**config.mk**
```make
export PLATFORM = sky130hd
export DESIGN_NAME = wrr_grant_scheduler
export DESIGN_NICKNAME = d
export VERILOG_FILES = /design/src/rtl/wrr_sched_pkg.sv /design/src/rtl/wrr_grant_scheduler_rr_pick.sv /design/src/rtl/wrr_grant_scheduler.sv
export SDC_FILE = /design/constraint.sdc
export NUM_CORES = 1
export LEC_CHECK = 0
export CAP_MARGIN = 20
export CORE_MARGIN = 5
export CORE_UTILIZATION = 45
export CTS_BUF_LIST = sky130_fd_sc_hd__clkbuf_4
export DETAILED_ROUTE_END_ITERATION = 12
export HOLD_SLACK_MARGIN = 0.05
export PLACE_DENSITY = 0.68
export SETUP_SLACK_MARGIN = 0.2
export SLEW_MARGIN = 20
export SYNTH_ARGS = -nofsm -noshare
export SYNTH_HDL_FRONTEND = slang
export SYNTH_SLANG_ARGS = --single-unit
```
**constraint.sdc**
```tcl
create_clock -name clk -period 3.9 [get_ports clk]
set_clock_uncertainty 0.2 [all_clocks]
set_input_delay 0.585 -clock clk [delete_from_list [all_inputs] [get_ports clk]]
set_output_delay 0.585 -clock clk [all_outputs]
set_load 0.02 [all_outputs]
```
**src/rtl/wrr_sched_pkg.sv**
```systemverilog
// Shared types and helpers for the weighted round-robin grant scheduler.
// Optional watchdog feature macro: WRR_TIMEOUT_EN (used by wrr_grant_scheduler).
package wrr_sched_pkg;

  // Scheduler states: no grant outstanding, or a grant being held.
  typedef enum logic {
    IDLE  = 1'b0,
    GRANT = 1'b1
  } state_t;

  // Index width for n requesters; never narrower than one bit.
  function automatic int id_width(input int n);
    return (n > 1) ? $clog2(n) : 1;
  endfunction

  // Binary index of the lowest set bit; 0 for an all-zero vector.
  function automatic int onehot_to_idx(input logic [31:0] v);
    int idx;
    idx = 0;
    for (int i = 31; i >= 0; i--) begin
      if (v[i]) idx = i;
    end
    return idx;
  endfunction

endpackage

```
**src/rtl/wrr_grant_scheduler_rr_pick.sv**
```systemverilog
// Circular first-set finder: returns the first eligible bit at or after
// 'start', wrapping around, as a one-hot vector plus a found flag.
module rr_pick
  import wrr_sched_pkg::*;
#(
  parameter int N   = 3,
  parameter int IDW = id_width(N)
) (
  input  logic [N-1:0]   elig,
  input  logic [IDW-1:0] start,
  output logic [N-1:0]   onehot,
  output logic           found
);

  // Scan by circular distance from start; the nearest eligible bit wins.
  always_comb begin
    onehot = '0;
    found  = 1'b0;
    for (int k = 0; k < N; k++) begin
      for (int i = 0; i < N; i++) begin
        if (!found && elig[i] && (((i + N - int'(start)) % N) == k)) begin
          onehot[i] = 1'b1;
          found     = 1'b1;
        end
      end
    end
  end

endmodule

```
**src/rtl/wrr_grant_scheduler.sv**
```systemverilog
// Weighted round-robin grant scheduler for the shared result channel.
// Grants are registered and one-hot; each requester may take up to its
// programmed weight of consecutive transfers per round.
// Optional feature macro: WRR_TIMEOUT_EN (force-release of an unacknowledged
// grant after TIMEOUT cycles). Without it timeout_pulse is tied low.
module wrr_grant_scheduler
  import wrr_sched_pkg::*;
#(
  parameter int NREQ           = 3,
  parameter int WEIGHT_W       = 4,
  parameter int DEFAULT_WEIGHT = 1,
  parameter int TIMEOUT        = 255
) (
  input  logic                        clk,
  input  logic                        rst_n,
  input  logic [NREQ-1:0]             req,
  input  logic                        ack,
  input  logic                        wt_wr,
  input  logic [id_width(NREQ)-1:0]   wt_idx,
  input  logic [WEIGHT_W-1:0]         wt_data,
  output logic [NREQ-1:0]             grant,
  output logic                        grant_valid,
  output logic [id_width(NREQ)-1:0]   grant_id,
  output logic [NREQ-1:0]             ready,
  output logic                        timeout_pulse
);

  localparam int ID_W = id_width(NREQ);
  localparam logic [WEIGHT_W-1:0] DEF_W = WEIGHT_W'(DEFAULT_WEIGHT);

  state_t                state_reg, state_next;
  logic [NREQ-1:0]       grant_reg, grant_next;
  logic [ID_W-1:0]       rr_ptr_reg, rr_ptr_next;
  logic [WEIGHT_W-1:0]   weight_reg  [NREQ];
  logic [WEIGHT_W-1:0]   credit_reg  [NREQ];
  logic [WEIGHT_W-1:0]   credit_next [NREQ];
  // Credits after this cycle's decrement/zeroing, before any reload.
  logic [WEIGHT_W-1:0]   credit_base [NREQ];
  logic [WEIGHT_W-1:0]   reload_val  [NREQ];
  logic [NREQ-1:0]       credit_nz;

  logic [ID_W-1:0]       g_idx, g_after;
  logic [WEIGHT_W-1:0]   credit_dec;
  logic                  do_pick, force_release, timeout_hit;
  logic [ID_W-1:0]       pick_start;
  logic [NREQ-1:0]       pick_a_onehot, pick_b_onehot;
  logic                  pick_a_found, pick_b_found;

  assign g_idx      = ID_W'(onehot_to_idx(32'(grant_reg)));
  assign g_after    = (g_idx == ID_W'(NREQ - 1)) ? '0 : g_idx + 1'b1;
  assign credit_dec = (credit_reg[g_idx] == '0) ? '0 : credit_reg[g_idx] - 1'b1;

  for (genvar gi = 0; gi < NREQ; gi++) begin : g_credit
    assign credit_nz[gi]  = |credit_base[gi];
    // A zero weight still earns one transfer per round.
    assign reload_val[gi] = (weight_reg[gi] == '0) ? WEIGHT_W'(1) : weight_reg[gi];
  end

  // First search honours remaining credit; second assumes every credit reloaded.
  rr_pick #(.N(NREQ), .IDW(ID_W)) u_pick_credit (
    .elig   (req & credit_nz),
    .start  (pick_start),
    .onehot (pick_a_onehot),
    .found  (pick_a_found)
  );

  rr_pick #(.N(NREQ), .IDW(ID_W)) u_pick_reload (
    .elig   (req),
    .start  (pick_start),
    .onehot (pick_b_onehot),
    .found  (pick_b_found)
  );

  // Decide whether a new pick is needed this cycle, from where, and the credit update.
  always_comb begin
    do_pick       = 1'b0;
    pick_start    = rr_ptr_reg;
    rr_ptr_next   = rr_ptr_reg;
    force_release = 1'b0;
    for (int i = 0; i < NREQ; i++) credit_base[i] = credit_reg[i];
    case (state_reg)
      IDLE: begin
        do_pick = |req;
      end
      GRANT: begin
        if (ack) begin
          credit_base[g_idx] = credit_dec;
          // Burst continues only while credit remains and the requester stays.
          if (!((credit_dec != '0) && req[g_idx])) begin
            do_pick     = 1'b1;
            pick_start  = g_after;
            rr_ptr_next = g_after;
          end
        end else if (!req[g_idx]) begin
          // Withdrawal: no credit consumed, pointer left where it was.
          do_pick = 1'b1;
        end else if (timeout_hit) begin
          force_release      = 1'b1;
          credit_base[g_idx] = '0;
          rr_ptr_next        = g_after;
        end
      end
      default: ;
    endcase
  end

  // Next grant/state; reload all credits when no requester has credit left.
  always_comb begin
    state_next = state_reg;
    grant_next = grant_reg;
    for (int i = 0; i < NREQ; i++) credit_next[i] = credit_base[i];
    if (force_release) begin
      state_next = IDLE;
      grant_next = '0;
    end else if (do_pick) begin
      if (pick_a_found) begin
        state_next = GRANT;
        grant_next = pick_a_onehot;
      end else if (pick_b_found) begin
        state_next = GRANT;
        grant_next = pick_b_onehot;
        for (int i = 0; i < NREQ; i++) credit_next[i] = reload_val[i];
      end else begin
        state_next = IDLE;
        grant_next = '0;
      end
    end
  end

  // Scheduler state, grant, pointer and credits.
  always_ff @(posedge clk or negedge rst_n) begin
    if (!rst_n) begin
      state_reg  <= IDLE;
      grant_reg  <= '0;
      rr_ptr_reg <= '0;
      for (int i = 0; i < NREQ; i++) credit_reg[i] <= DEF_W;
    end else begin
      state_reg  <= state_next;
      grant_reg  <= grant_next;
      rr_ptr_reg <= rr_ptr_next;
      for (int i = 0; i < NREQ; i++) credit_reg[i] <= credit_next[i];
    end
  end

  // Weight table; a write is seen only by the next reload.
  always_ff @(posedge clk or negedge rst_n) begin
    if (!rst_n) begin
      for (int i = 0; i < NREQ; i++) weight_reg[i] <= DEF_W;
    end else if (wt_wr && (int'(wt_idx) < NREQ)) begin
      weight_reg[wt_idx] <= wt_data;
    end
  end

`ifdef WRR_TIMEOUT_EN
  localparam int TMR_W = id_width(TIMEOUT + 1);

  logic [TMR_W-1:0] timer_reg, timer_next;
  logic             pulse_reg;

  assign timeout_hit = (state_reg == GRANT) && (timer_reg == TMR_W'(TIMEOUT - 1));

  // Count unacknowledged cycles of an unchanged grant.
  always_comb begin
    timer_next = '0;
    if ((state_reg == GRANT) && !ack && (grant_next == grant_reg)) timer_next = timer_reg + 1'b1;
  end

  // Watchdog counter and its one-cycle release pulse.
  always_ff @(posedge clk or negedge rst_n) begin
    if (!rst_n) begin
      timer_reg <= '0;
      pulse_reg <= 1'b0;
    end else begin
      timer_reg <= timer_next;
      pulse_reg <= force_release;
    end
  end

  assign timeout_pulse = pulse_reg;
`else
  // TIMEOUT only matters with the watchdog; this term is constant false.
  assign timeout_hit   = (TIMEOUT < 0);
  assign timeout_pulse = 1'b0;
`endif

  assign grant       = grant_reg;
  assign grant_valid = |grant_reg;
  assign grant_id    = g_idx;
  assign ready       = grant_reg & {NREQ{ack}};

endmodule
```
Word-level counts from Yosys, hierarchy flattened
Cells that the tools add are included.

Register bits after elaboration: 30. Input port bits: 13. Output and inout port bits: 10.

$add $sub $neg: 5. Div/mod/pow operators: 3. $lt $le $gt $ge: 6. Equal/unequal tests: 7. Multiplexer cells: 69. Bitwise gates (word level): 5. Reduce and logical (&&, ||, !) cells: 67.

Operator list (count): equality test 32 x 2 -> 1 bit, second input constant (3); equality test 32 x 3 -> 1 bit, second input constant (3); logical NOT 32 bit (3); modulo 32 x 3 -> 32 bit, second input constant (3); two-way mux 12 bit (5); two-way mux 1 bit (40); logical AND 1 bit (38); two-way mux 4 bit (8); bitwise mux 12 bit (2); demux 4 bit (select 2 bit) (2); logical NOT 1 bit (16); logical NOT 4 bit (4); two-way mux 2 bit (7); OR reduction 4 bit (3); binary-select mux 4 bit (select 2 bit) (1); subtractor 3 x 2 -> 4 bit, first input constant (2); AND 3 bit (2); >= comparator 3 bit, second input constant (2); < comparator 3 x 1 -> 1 bit, second input constant (2); two-way mux 3 bit (2); inverter 2 -> 3 bit (2); OR reduction 3 bit (2); nonzero test 4 bit (1); subtractor 4 x 1 -> 4 bit, second input constant (1); other kinds (8) (8).

Longest topological paths before layout
Gate-level depths: netlist of the first run.

Depth in word-level cells: 54. Gate-level depth with buffers: 19.

Cells and area by module
A second synthesis of the first run with hierarchy kept.

Cells, all modules: 196. Area total of the unflattened synthesis: 2009.4 um^2.

By module, submodules not included: wrr_grant_scheduler (instances 1, cells an instance 162, area each 1744.2 um^2, sequential area each 758.2 um^2); rr_pick (instances 2, cells an instance 17, area each 132.6 um^2, sequential area each 0.0 um^2).

Least setup slack after synthesis of the first run
No wires, ideal clock.

Path type: reg2reg. Start point: register grant_reg[0], in the netlist grant[0]. End point: register credit_reg[10] (netlist name). Library setup time: 0.125 ns. Arrival time: 3.775 ns. Data required time: 3.575 ns. Setup slack: -0.200 ns. Cell stages (with the launch flop): 16. Buffers on the path: 3. Clock period less this slack: 4.100 ns. Cell sequence: dfrtp_1 -> buf_6 -> or4b_4 -> o221ai_2 -> nand3_1 -> a21oi_1 -> mux2_2 -> ha_1 -> clkbuf_1 -> o32ai_1 -> nand2_1 -> a21oi_1 -> nand2_1 -> nand4_4 -> buf_6 -> mux2_4.

RTL lines: start, declared (line wrr_grant_scheduler.sv:32) `logic [NREQ-1:0] grant_reg, grant_next;`; start signal, assigned (line wrr_grant_scheduler.sv:139) `grant_reg <= grant_next;`; end, declared (line wrr_grant_scheduler.sv:35) `logic [WEIGHT_W-1:0] credit_reg [NREQ];`.

==> results of run 1 <==
cells in the mapped netlist (3+ instances only):
library cell               count
sky130_fd_sc_hd__dfrtp_1      24
sky130_fd_sc_hd__nand2_1      20
sky130_fd_sc_hd__mux2_2       17
sky130_fd_sc_hd__nor2_1       15
sky130_fd_sc_hd__inv_1         8
sky130_fd_sc_hd__mux2i_1       8
sky130_fd_sc_hd__nand3_1       8
sky130_fd_sc_hd__a21oi_1       7
sky130_fd_sc_hd__a31oi_1       7
sky130_fd_sc_hd__o21ai_0       7
sky130_fd_sc_hd__dfstp_2       6
sky130_fd_sc_hd__mux2_4        6
sky130_fd_sc_hd__clkbuf_1      5
sky130_fd_sc_hd__nor3_1        5
sky130_fd_sc_hd__ha_1          4
sky130_fd_sc_hd__and2_1        3
sky130_fd_sc_hd__buf_6         3
sky130_fd_sc_hd__nor3b_1       3
metal layers:
metal	track usage (%)	routed length (um)
met1	24.9	2520
met2	31.4	2600
met3	3.56	252
met4	6.12	80
met5	0	0
layout by cell type (no fill, tap or decap), drive strengths merged, types with 3 or more instances in the layout:
cell type,synthesis,final
buf,5,29
dfrtp,24,24
mux2,24,24
clkdlybuf4s50,0,21
nand2,20,20
nor2,15,15
mux2i,8,8
inv,8,8
nand3,8,8
a31oi,7,7
o21ai,7,7
a21oi,7,7
clkbuf,5,6
dfstp,6,6
nor3,5,5
or4b,4,4
ha,4,4
nor3b,3,3
and2,3,3
o221ai,3,3
o211ai,3,3
o31ai,3,3
nand4,2,3
worst reg2reg max path, stage by stage (launching register included):
cell	delay, ps
sky130_fd_sc_hd__dfrtp_2	410
sky130_fd_sc_hd__buf_6	130
sky130_fd_sc_hd__or4b_4	550
sky130_fd_sc_hd__o221ai_4	90
sky130_fd_sc_hd__nand3_2	130
sky130_fd_sc_hd__a21oi_4	190
sky130_fd_sc_hd__mux2_4	360
sky130_fd_sc_hd__ha_4	230
sky130_fd_sc_hd__o32a_1	290
sky130_fd_sc_hd__o32ai_2	150
sky130_fd_sc_hd__nand2_1	90
sky130_fd_sc_hd__a21oi_2	140
sky130_fd_sc_hd__nand2_2	120
sky130_fd_sc_hd__nand4_4	150
sky130_fd_sc_hd__mux2_4	320
power groups by stage:
stage,sequential (mW),clock (mW),combinational (mW)
CTS,0.562,0.184,2.08
global route,0.585,0.198,2.45
floorplan,0.554,0,1.43
finish,0.566,0.176,2.25
detailed placement,0.580,0,1.91
global placement,0.576,0,1.89
final timing paths:
check                              startpoint             to  slack, ps  cells past startpoint
worst max register to register       grant[1]  credit_reg[6]        230                     14
worst min-delay path            weight_reg[1]  credit_reg[1]        340                      1
min in group asynchronous               rst_n  weight_reg[9]        430                      2
worst min register to register  weight_reg[1]  credit_reg[1]        340                      1
worst max-delay path                 grant[1]  credit_reg[6]        230                     14
max in group asynchronous               rst_n  credit_reg[4]       2750                      2
layout make-up:
type                    instances  share of cell area (%)
well taps                      54                    2.42
repair buffers                 51                    16.2
multi-input cells             164                    51.1
flip-flops and latches         30                    27.3
clock buffers                   5                    1.35
inverters                       8                    1.08
clock inverters                 3                   0.584
per-stage QoR:
step / std cells / hold slack (ps) / cell area [um2] / TNS, ps / setup WS [ps]
finish: 315 / 342 / 2790 / 0 / 226
global route: 315 / 366 / 2790 / 0 / 86.8
CTS: 313 / 341 / 2690 / 0 / 193
detailed placement: 298 / 304 / 2550 / -97.0 / -31.8
global placement: 298 / 299 / 2550 / 0 / 22.7
floorplan: 211 / 89.4 / 2190 / 0 / 118
what timing repair did:
action | 4_1_cts | 5_1_grt
gates cloned | 1 | 0
pin swaps | 6 | 7
endpoints found under the setup margin | 10 | 14
setup buffers | 6 | 2
resized for setup | 9 | 15
hold endpoints to repair | 0 | 0
kinds of logic (layout without fill, tap and decap cells):
kind of cell,after synthesis,after routing,share of synthesized area (%)
buf+inv,18,67,4.50
compound gates,53,53,19.9
flops,30,30,35.9
mux,32,32,17.7
fa+ha+maj,4,4,2.37
simple gates,73,74,19.5
other cells,1,1,0.178
==> results.txt, run 1 <==
Remaining antenna violation count after routing: 0. The number of CTS-inserted buffers is 5, and the number of I/O pins is 23. The quantity of I/O buffers inserted on ports was 21.

Once detailed placement completed, the half-perimeter wirelength came to 4060 um. The first detailed-routing pass took 4 iterations. The most numerous cell type found on the critical path is sky130_fd_sc_hd__mux2_4.

The detailed router's first-iteration violation count is 142, and the net switching share of the total power is 45.0%. The total power was 3.00 mW. The maximum buffer depth of the clock tree is 2, and the per-cell via count in the routed design is 5.97. The tools report the part of the power in the clock network as 5.9%.

The die covers 6160 um2. The share of synthesized registers carrying an async set or reset is 100%. Entering global routing, the biggest net connects 31 pins.

The leakage power summed over all cells was 1.18 nW. The number of flops mapped to enable cells by yosys was 0; the via count of the first global-routing pass was 1942. The worst setup path is captured at a register.

Commonest register cell after synthesis: sky130_fd_sc_hd__dfrtp_1. The largest stage delay on the critical path was 550 ps; the die boundary width was 78.5 um. The final layout contains 277 nets.

TritonCTS built the clock tree. The flow ran to the end, and the final reports show no timing, DRC or antenna violations. The overall overflow remaining after global route was 0; the arrival time of data at the critical path endpoint was 3690 ps. The number of antenna violations at the first check in global routing was 0; the flip-flop and latch count after synthesis was 30.

The critical path launch point type was a register. For this run, the register share of the synthesized area comes to 35.9%. After clock tree synthesis, the flow added hold-fix buffers numbering 0. Hold violation count in the final report: 0. The critical path goes through buf_6, or4b_4, o221ai_4, nand3_2, a21oi_4, mux2_4, ha_4, o32a_1, o32ai_2, nand2_1, a21oi_2, nand2_2, nand4_4, mux2_4. The first global-routing pass estimated 9240 um of wire.

The logs give 0 for the max capacitance violation total and 761 um2 for the sequential standard cell area. The floorplan has 25 rows. The logs give 60.2% for the share of the core filled with cells and 19.0% for the global router's overall resource usage.

Worst path buffer plus inverter count: 1. The type of the worst setup path is register to register. The worst-case IR drop observed on VDD is 457 uV.

The total of fill cells in the finished design was 398; the starting density of the core was 45.6%. The final setup violation count came out at 0. The slew at the pin closest to its max-slew limit is 823 ps. The detailed-route via count is 1881, and the post-synthesis instance area is 2110 um2. The path class of the lowest-slack min-delay path is register to register.

0 antenna diodes ended up in the layout. For the proportion of power drawn by combinational gates, the log shows 75.2%. The worst path in the final design needs a cycle of 3670 ps, including I/O delays and setup.

For this design, the slowest cell found on the critical path is sky130_fd_sc_hd__or4b_4. The chip height works out to 78.5 um. The number of nets produced by synthesis is 228, and the routed length per placed instance is 17.3 um. Data on the critical path is required at its endpoint by 3910 ps. H-tree level count: 2. The portion of the clock cycle consumed by the worst path in the final layout is 94.2%, and the count of different cell masters after synthesis is 61.

The top cell type by area accounts for 28.5% of the synthesized area. In the final layout, the multi-input gates occupy 1420 um2. Static timing analysis puts the maximum clock frequency at 0.272 GHz. Summed over all layers, the routed wires come to 5450 um. For the area inside the core boundary, the log shows 4630 um2.

Setup repair after global routing could not meet its margin everywhere. The tightest slew margin relative to the limit was 44.4%. The internal power of the cells totals 1.65 mW. After clock tree synthesis, the clock-pin slew on the worst setup and hold paths is 90 ps. The tools report the Yosys warning count as 0.

The post-route netlist has 37.9% of its cells at a drive strength greater than 1. The relative contribution of sequential cells to total power came out at 18.9%. In the routed design, unresolved DRC markers number 0. After synthesis, the cell types taking the most area are sky130_fd_sc_hd__dfrtp_1 (28%), sky130_fd_sc_hd__mux2_2 (9.1%), sky130_fd_sc_hd__dfstp_2 (7.5%).

Routability-driven placement finished with a final weighted congestion of 0.891. The cell sitting at the root of the clock tree is a sky130_fd_sc_hd__clkbuf_4. In this run the worst path has a maximum fanout of 6. For the clock latency at the later pin of the worst-skew pair, the log shows 330 ps. The family of cells with the greatest summed delay on the critical path was simple AND/OR/NAND/NOR gates. The count of final max-slew check failures came out at 0. sky130_fd_sc_hd__dfrtp_1 takes more of the synthesized area than any other cell. The area growth from synthesis to layout is 32.0%.

Dividing total power by cell area gives a power density of 1080 nW/um2. Synthesis handed over a netlist of 211 instances. The logs give 30 for the number of clock sinks seen by CTS and 1.35 mW for the net load switching power. The mean post-synth cell area came out at 10.0 um2.
No activity file was read; power rests on OpenSTA's default activity.
==> run 2, diff against run 1 <==
Settings changed: GPL_TIMING_DRIVEN from default to 0.
==> results.txt, run 2 (same netlist as run 1, synthesis figures left out) <==
The number of CTS-inserted buffers was 5 (unchanged); the quantity of I/O buffers inserted on ports was 19 (-9.5%). For the HPWL reported at the end of detailed placement, the log shows 3710 um (-8.5%). Final wirelength: 5290 um (-3.0%).

Leaving out fill and tap cells, the most frequent cell in the layout is sky130_fd_sc_hd__dfrtp_1. The most critical setup path has its startpoint at grant[1]. For the H-tree level count, the log shows 2 (unchanged).

The largest individual stage delay along the critical path comes from the cell sky130_fd_sc_hd__or4b_4. The portion of the clock cycle consumed by the worst path in the final layout was 98.2% (+4.0 points); the cell row count was 25 (unchanged). The tools report the number of cells in the finished layout apart from fillers as 311 (-1.3%). Die boundary width: 78.5 um (unchanged). For the detailed-route via count, the log shows 1878 (-0.16%). The worst register-to-register path ends at credit_reg[5].

The number of clock sinks seen by CTS came out at 30 (unchanged). The iteration count of the initial detailed-routing pass is 5 (+1). CTS placed an instance of sky130_fd_sc_hd__clkbuf_4 at the clock tree root.

The tools report the final setup violation count as 0 (unchanged). STA classifies the critical path endpoint as a register. TritonCTS built the clock tree. The startpoint identified for the worst register-to-register timing path is grant[1]. The logs give 273 (-1.4%) for the net count of the finished layout and 31 (unchanged) for the maximum number of pins on one net before global-route repair.

The per-cell via count in the routed design was 6.04 (+1.1%). The tools report the max capacitance violation total as 0 (unchanged). The overall overflow remaining after global route is 0 (unchanged). Walking the worst path, the cells encountered are buf_6, or4b_4, o221ai_4, nand3_2, a21oi_4, mux2_4, ha_4, o21a_1, o32a_1, o32ai_2, nand2_1, a21oi_2, nand2_1, nand4_4, buf_8, mux2_4.

The number of antenna violations at the first check in global routing was 0 (unchanged). For the area inside the core boundary, the log shows 4630 um2 (unchanged). The total of fill cells in the finished design is 404 (+1.5%), and the clock edge transition at the registers on the reported setup and hold paths is 100 ps (about the same). The critical path in this run is classified as register to register.

The tools report the number of antenna diodes as 0 (unchanged). The tools report the remaining antenna violation count after routing as 0 (unchanged). The tightest min-delay check is of the input port to asynchronous set/reset pin type. The largest stage delay on the critical path was 540 ps (about the same).

The run gives 3920 ps (about the same) as the worst endpoint required time. The slew at the pin closest to its max-slew limit is 673 ps (-150 ps). Post-route minimum period: 3830 ps (+156 ps). In the layout the commonest cells are sky130_fd_sc_hd__dfrtp_1 (21), sky130_fd_sc_hd__nand2_1 (19), sky130_fd_sc_hd__buf_4 (19).

The signed area change from the synthesized netlist to the final layout is 32.0% (about the same). The flow ran to the end, and the final reports show no timing, DRC or antenna violations. The logs give 45.6% (unchanged) for the starting density of the core and 340 ps (about the same) for the clock latency at the later pin of the worst-skew pair. STA classifies the critical path startpoint as a register. The tools report the number of I/O pins as 23 (unchanged). The tools report the hold violation count in the final report as 0 (unchanged). The logs give 0 (unchanged) for the post-cts hold buffer count and 1781 (-8.3%) for the via count of the first global-routing pass.

The arrival time of data at the critical path endpoint was 3860 ps (+170 ps); the number of remaining DRC errors was 0 (unchanged). The share of layout cells above drive strength 1 was 36.6% (-1.4 points). The routed length per placed instance works out to 17.0 um (-1.7%). The count of final max-slew check failures came out at 0 (unchanged). Setup repair after global routing could not meet its margin everywhere. The tools report the die area as 6160 um2 (unchanged). The routability congestion estimate from global placement came out at 0.865 (-2.9%). The capturing instance or port of the critical path is credit_reg[5]. The chip height works out to 78.5 um (unchanged). The detailed router's first-iteration violation count was 127 (-11%); the setup slack on the worst flop-to-flop path was 70 ps (-160 ps).

Top fanout value on the critical path: 8 (+2). The cell count of the worst reg-to-reg path is 16 (+2). The peak clock frequency supported by timing was 0.261 GHz (-4.1%); the number of cells in the design after placement was 284 (-4.7%). The run gives 8860 um (-4.1%) as the global-route wire length before repair. The maximum buffer depth of the clock tree was 2 (unchanged); the tightest slew margin relative to the limit was 54.5% (+10 points). The global router's overall resource usage came out at 18.2% (-0.74 points).
## run 2: how the worst min path moves through the flow
stage	start	slack, ps	end	cells past startpoint
global placement	rr_ptr_reg[1]	300	rr_ptr_reg[1]	1
CTS	rst_n	80	weight_reg[7]	1
finish	rst_n	70	weight_reg[9]	1
floorplan	rst_n	90	credit_reg[10]	0
detailed placement	rr_ptr_reg[1]	310	rr_ptr_reg[1]	1
global route	rst_n	120	weight_reg[9]	1
## run 2: final cells by class
class / instances / area [um2] / area share, %
plain buffers: 10 / 90.1 / 3.23
clock buffers: 5 / 37.5 / 1.35
clock inverters: 3 / 63.8 / 2.29
inverters: 8 / 32.5 / 1.17
multi-input cells: 163 / 1390 / 50.0
flip-flops and latches: 30 / 762 / 27.4
well taps: 54 / 67.6 / 2.43
repair buffers: 38 / 340 / 12.2
## run 2: repair_timing
action	4_1_cts	5_1_grt
buffers inserted	18	1
pin swaps	9	7
gates resized for setup	18	2
endpoints found under the setup margin	14	14
## run 2: metrics by stage
stage	hold slack, ps	util [%]	TNS [ps]	worst slack, ps	cell area, um2
finish	65.7	60.2	0	69.9	2790
global route	119	60.2	-251	-37.9	2790
floorplan	89.4	-	0	118	2190
detailed placement	315	52.8	-2730	-301	2440
CTS	81.5	59.9	0	90.1	2780
global placement	304	52.9	-2700	-300	2450
## run 2: layer usage
layer | vias up | part of all wire, % | global-route usage, %
met5 | - | 0 | 0
met4 | 0 | 0.95 | 5.07
met3 | 8 | 6.8 | 3.44
met2 | 67 | 48 | 29.8
met1 | 912 | 44 | 24.6
li1 | 891 | - | -
## run 2: worst max-delay path: cells and delay by family (launching register included)
family / cells / cell delay [ps]
AOI/OAI and AO/OA: 6 / 940
adders and majority gates: 1 / 180
buffers and inverters: 2 / 290
DFF: 1 / 450
muxes: 2 / 680
and+or+nand+nor: 5 / 970
Power of run 2 is not shown: default switching activity piles up to over one toggle a cycle in this logic, so the estimate is an artifact.
==> run 3, diff against run 2 <==
Settings changed: CAP_MARGIN 20 to 30, PLACE_DENSITY 0.68 to default, PLACE_DENSITY_LB_ADDON from default to 0.05.
==> results.txt, run 3 (same netlist as run 1, synthesis figures left out) <==
The logs give 3940 ps (+20 ps) for the worst endpoint required time and 0 (unchanged) for the remaining antenna violation count after routing. The hold violation count in the final report is 0 (unchanged). The type of the worst setup path was register to register. For the via count of the first global-routing pass, the log shows 1889 (+6.1%). The HPWL reported at the end of detailed placement came out at 4130 um (+11%). In the layout the commonest cells are sky130_fd_sc_hd__dfrtp_1 (21), sky130_fd_sc_hd__nand2_1 (18), sky130_fd_sc_hd__buf_4 (18), sky130_fd_sc_hd__clkdlybuf4s50_1 (18), sky130_fd_sc_hd__nor2_1 (14). The logs give 0 ps (unchanged) for the setup TNS and 2 (unchanged) for the maximum buffer depth of the clock tree. For the final setup violation count, the log shows 0 (unchanged).

The routed length per placed instance works out to 18.1 um (+6.4%). The H-tree level count was 2 (unchanged). The logs give 340 ps (about the same) for the clock latency at the later pin of the worst-skew pair and 25 (unchanged) for the cell row count. The hold slack was 70.8 ps (+5.09 ps). The logs give 3920 ps (+60 ps) for the arrival time of data at the critical path endpoint and 45.6% (unchanged) for the starting density of the core.

The run finished with clean final reports. The worst setup path is launched from a register. The peak clock frequency supported by timing is 0.258 GHz (-1.3%). Share of layout cells above drive strength 1: 38.2% (+1.6 points). The final wirelength was 5720 um (+8.1%); the net count of the finished layout was 278 (+1.8%). Compared with the post-synthesis result, the final layout area differs by 34.1%. The logs give 31 (unchanged) for the maximum number of pins on one net before global-route repair and 19.8% (+1.6 points) for the global router's overall resource usage. The chip height works out to 78.5 um (unchanged). The number of I/O pins is 23 (unchanged). The tree is rooted in a sky130_fd_sc_hd__clkbuf_4. The logs give 0.810 (-6.4%) for the routability congestion estimate from global placement and 4630 um2 (unchanged) for the area inside the core boundary. Slew at the pin closest to its max-slew limit: 679 ps (+5.41 ps). TritonCTS built the clock tree.

The commonest non-fill, non-tap cell in the layout is sky130_fd_sc_hd__dfrtp_1. The iteration count of the initial detailed-routing pass came out at 4 (-1). The logs give 85 (-33%) for the detailed router's first-iteration violation count and 9610 um (+8.5%) for the global-route wire length before repair.

The portion of the clock cycle consumed by the worst path in the final layout is 99.5% (+1.3 points), and the quantity of I/O buffers inserted on ports is 19 (unchanged). The post-cts hold buffer count is 0 (unchanged), and the die area is 6160 um2 (unchanged). Setup repair after global routing could not meet its margin everywhere.

The run gives 0 (unchanged) as the number of antenna diodes. The detailed-route via count was 1889 (+0.59%). The tightest slew margin relative to the limit came out at 54.8% (+0.23 points). The run gives 5 (unchanged) as the number of CTS-inserted buffers. The tightest min-delay check is of the input port to asynchronous set/reset pin type.

The post-route minimum period is 3880 ps (+51.0 ps), and the max capacitance violation total is 0 (unchanged). The count of final max-slew check failures was 0 (unchanged); the top fanout value on the critical path was 8 (unchanged). Element type at the critical path end: a register.

The clock edge transition at the registers on the reported setup and hold paths was 100 ps (about the same); the number of clock sinks seen by CTS was 30 (unchanged). The number of remaining DRC errors is 0 (unchanged), and the number of antenna violations at the first check in global routing is 0 (unchanged). The run gives 0 (unchanged) as the overall overflow remaining after global route. The die boundary width is 78.5 um (unchanged). The per-cell via count in the routed design works out to 5.98 (-1.0%). The total of fill cells in the finished design came out at 410 (+1.5%).
==> run 3: final cells by class <==
cell class / instances / area, um2 / area share [%]
sequential: 30 / 762 / 26.9
clock buffer: 6 / 45.0 / 1.59
tap: 54 / 67.6 / 2.39
buffer: 10 / 90.1 / 3.18
inverter: 8 / 32.5 / 1.15
multi-input combinational: 163 / 1420 / 50.1
clock inverter: 2 / 8.76 / 0.309
timing repair buffer: 43 / 405 / 14.3
==> run 3: repair_timing <==
item / CTS / global route
setup buffers: 17 / 6
endpoints found under the setup margin: 14 / 15
gates resized for setup: 21 / 10
pin swaps: 9 / 9
cloned: 1 / 0
==> run 3: stage by stage <==
step | area (um2) | cells | util, % | worst slack (ps)
6_report | 2830 | 316 | 61.1 | 18.9
5_1_grt | 2830 | 316 | 61.1 | -163
4_1_cts | 2750 | 310 | 59.5 | -7.42
3_5_place_dp | 2440 | 284 | 52.8 | -316
3_3_place_gp | 2450 | 284 | 52.9 | -335
2_1_floorplan | 2190 | 211 | - | 118
==> run 3: worst paths after layout <==
path | start | end | slack [ps] | cells past startpoint
hold reg to reg | weight_reg[1] | credit_reg[1] | 320 | 1
setup / recovery | grant[1] | credit_reg[5] | 20 | 15
min in group clk | weight_reg[1] | credit_reg[1] | 320 | 1
hold / removal | rst_n | credit_reg[11] | 70 | 1
max in group asynchronous | rst_n | grant[1] | 2950 | 1
setup reg to reg | grant[1] | credit_reg[5] | 20 | 15
==> run 3: layer usage <==
layer	vias up	wire length, um	global-route usage, %
li1	899	-	-
met1	917	2680	26.9
met2	64	2610	31.4
met3	9	339	4.70
met4	0	90	5.59
met5	-	0	0
==> run 3: critical path: stages, from the launching register on <==
cell and delay [ps]:
sky130_fd_sc_hd__dfrtp_2 450, sky130_fd_sc_hd__buf_6 140, sky130_fd_sc_hd__or4b_4 550, sky130_fd_sc_hd__o221ai_4 100, sky130_fd_sc_hd__nand3_2 120, sky130_fd_sc_hd__a21oi_4 220, sky130_fd_sc_hd__mux2_4 380, sky130_fd_sc_hd__ha_4 240
sky130_fd_sc_hd__o32a_1 320, sky130_fd_sc_hd__o32ai_4 130, sky130_fd_sc_hd__nand2_1 100, sky130_fd_sc_hd__a21oi_2 170, sky130_fd_sc_hd__nand2_2 90, sky130_fd_sc_hd__nand4_4 120, sky130_fd_sc_hd__buf_8 150, sky130_fd_sc_hd__mux2_4 300
Power of run 3 is left out for the same reason.
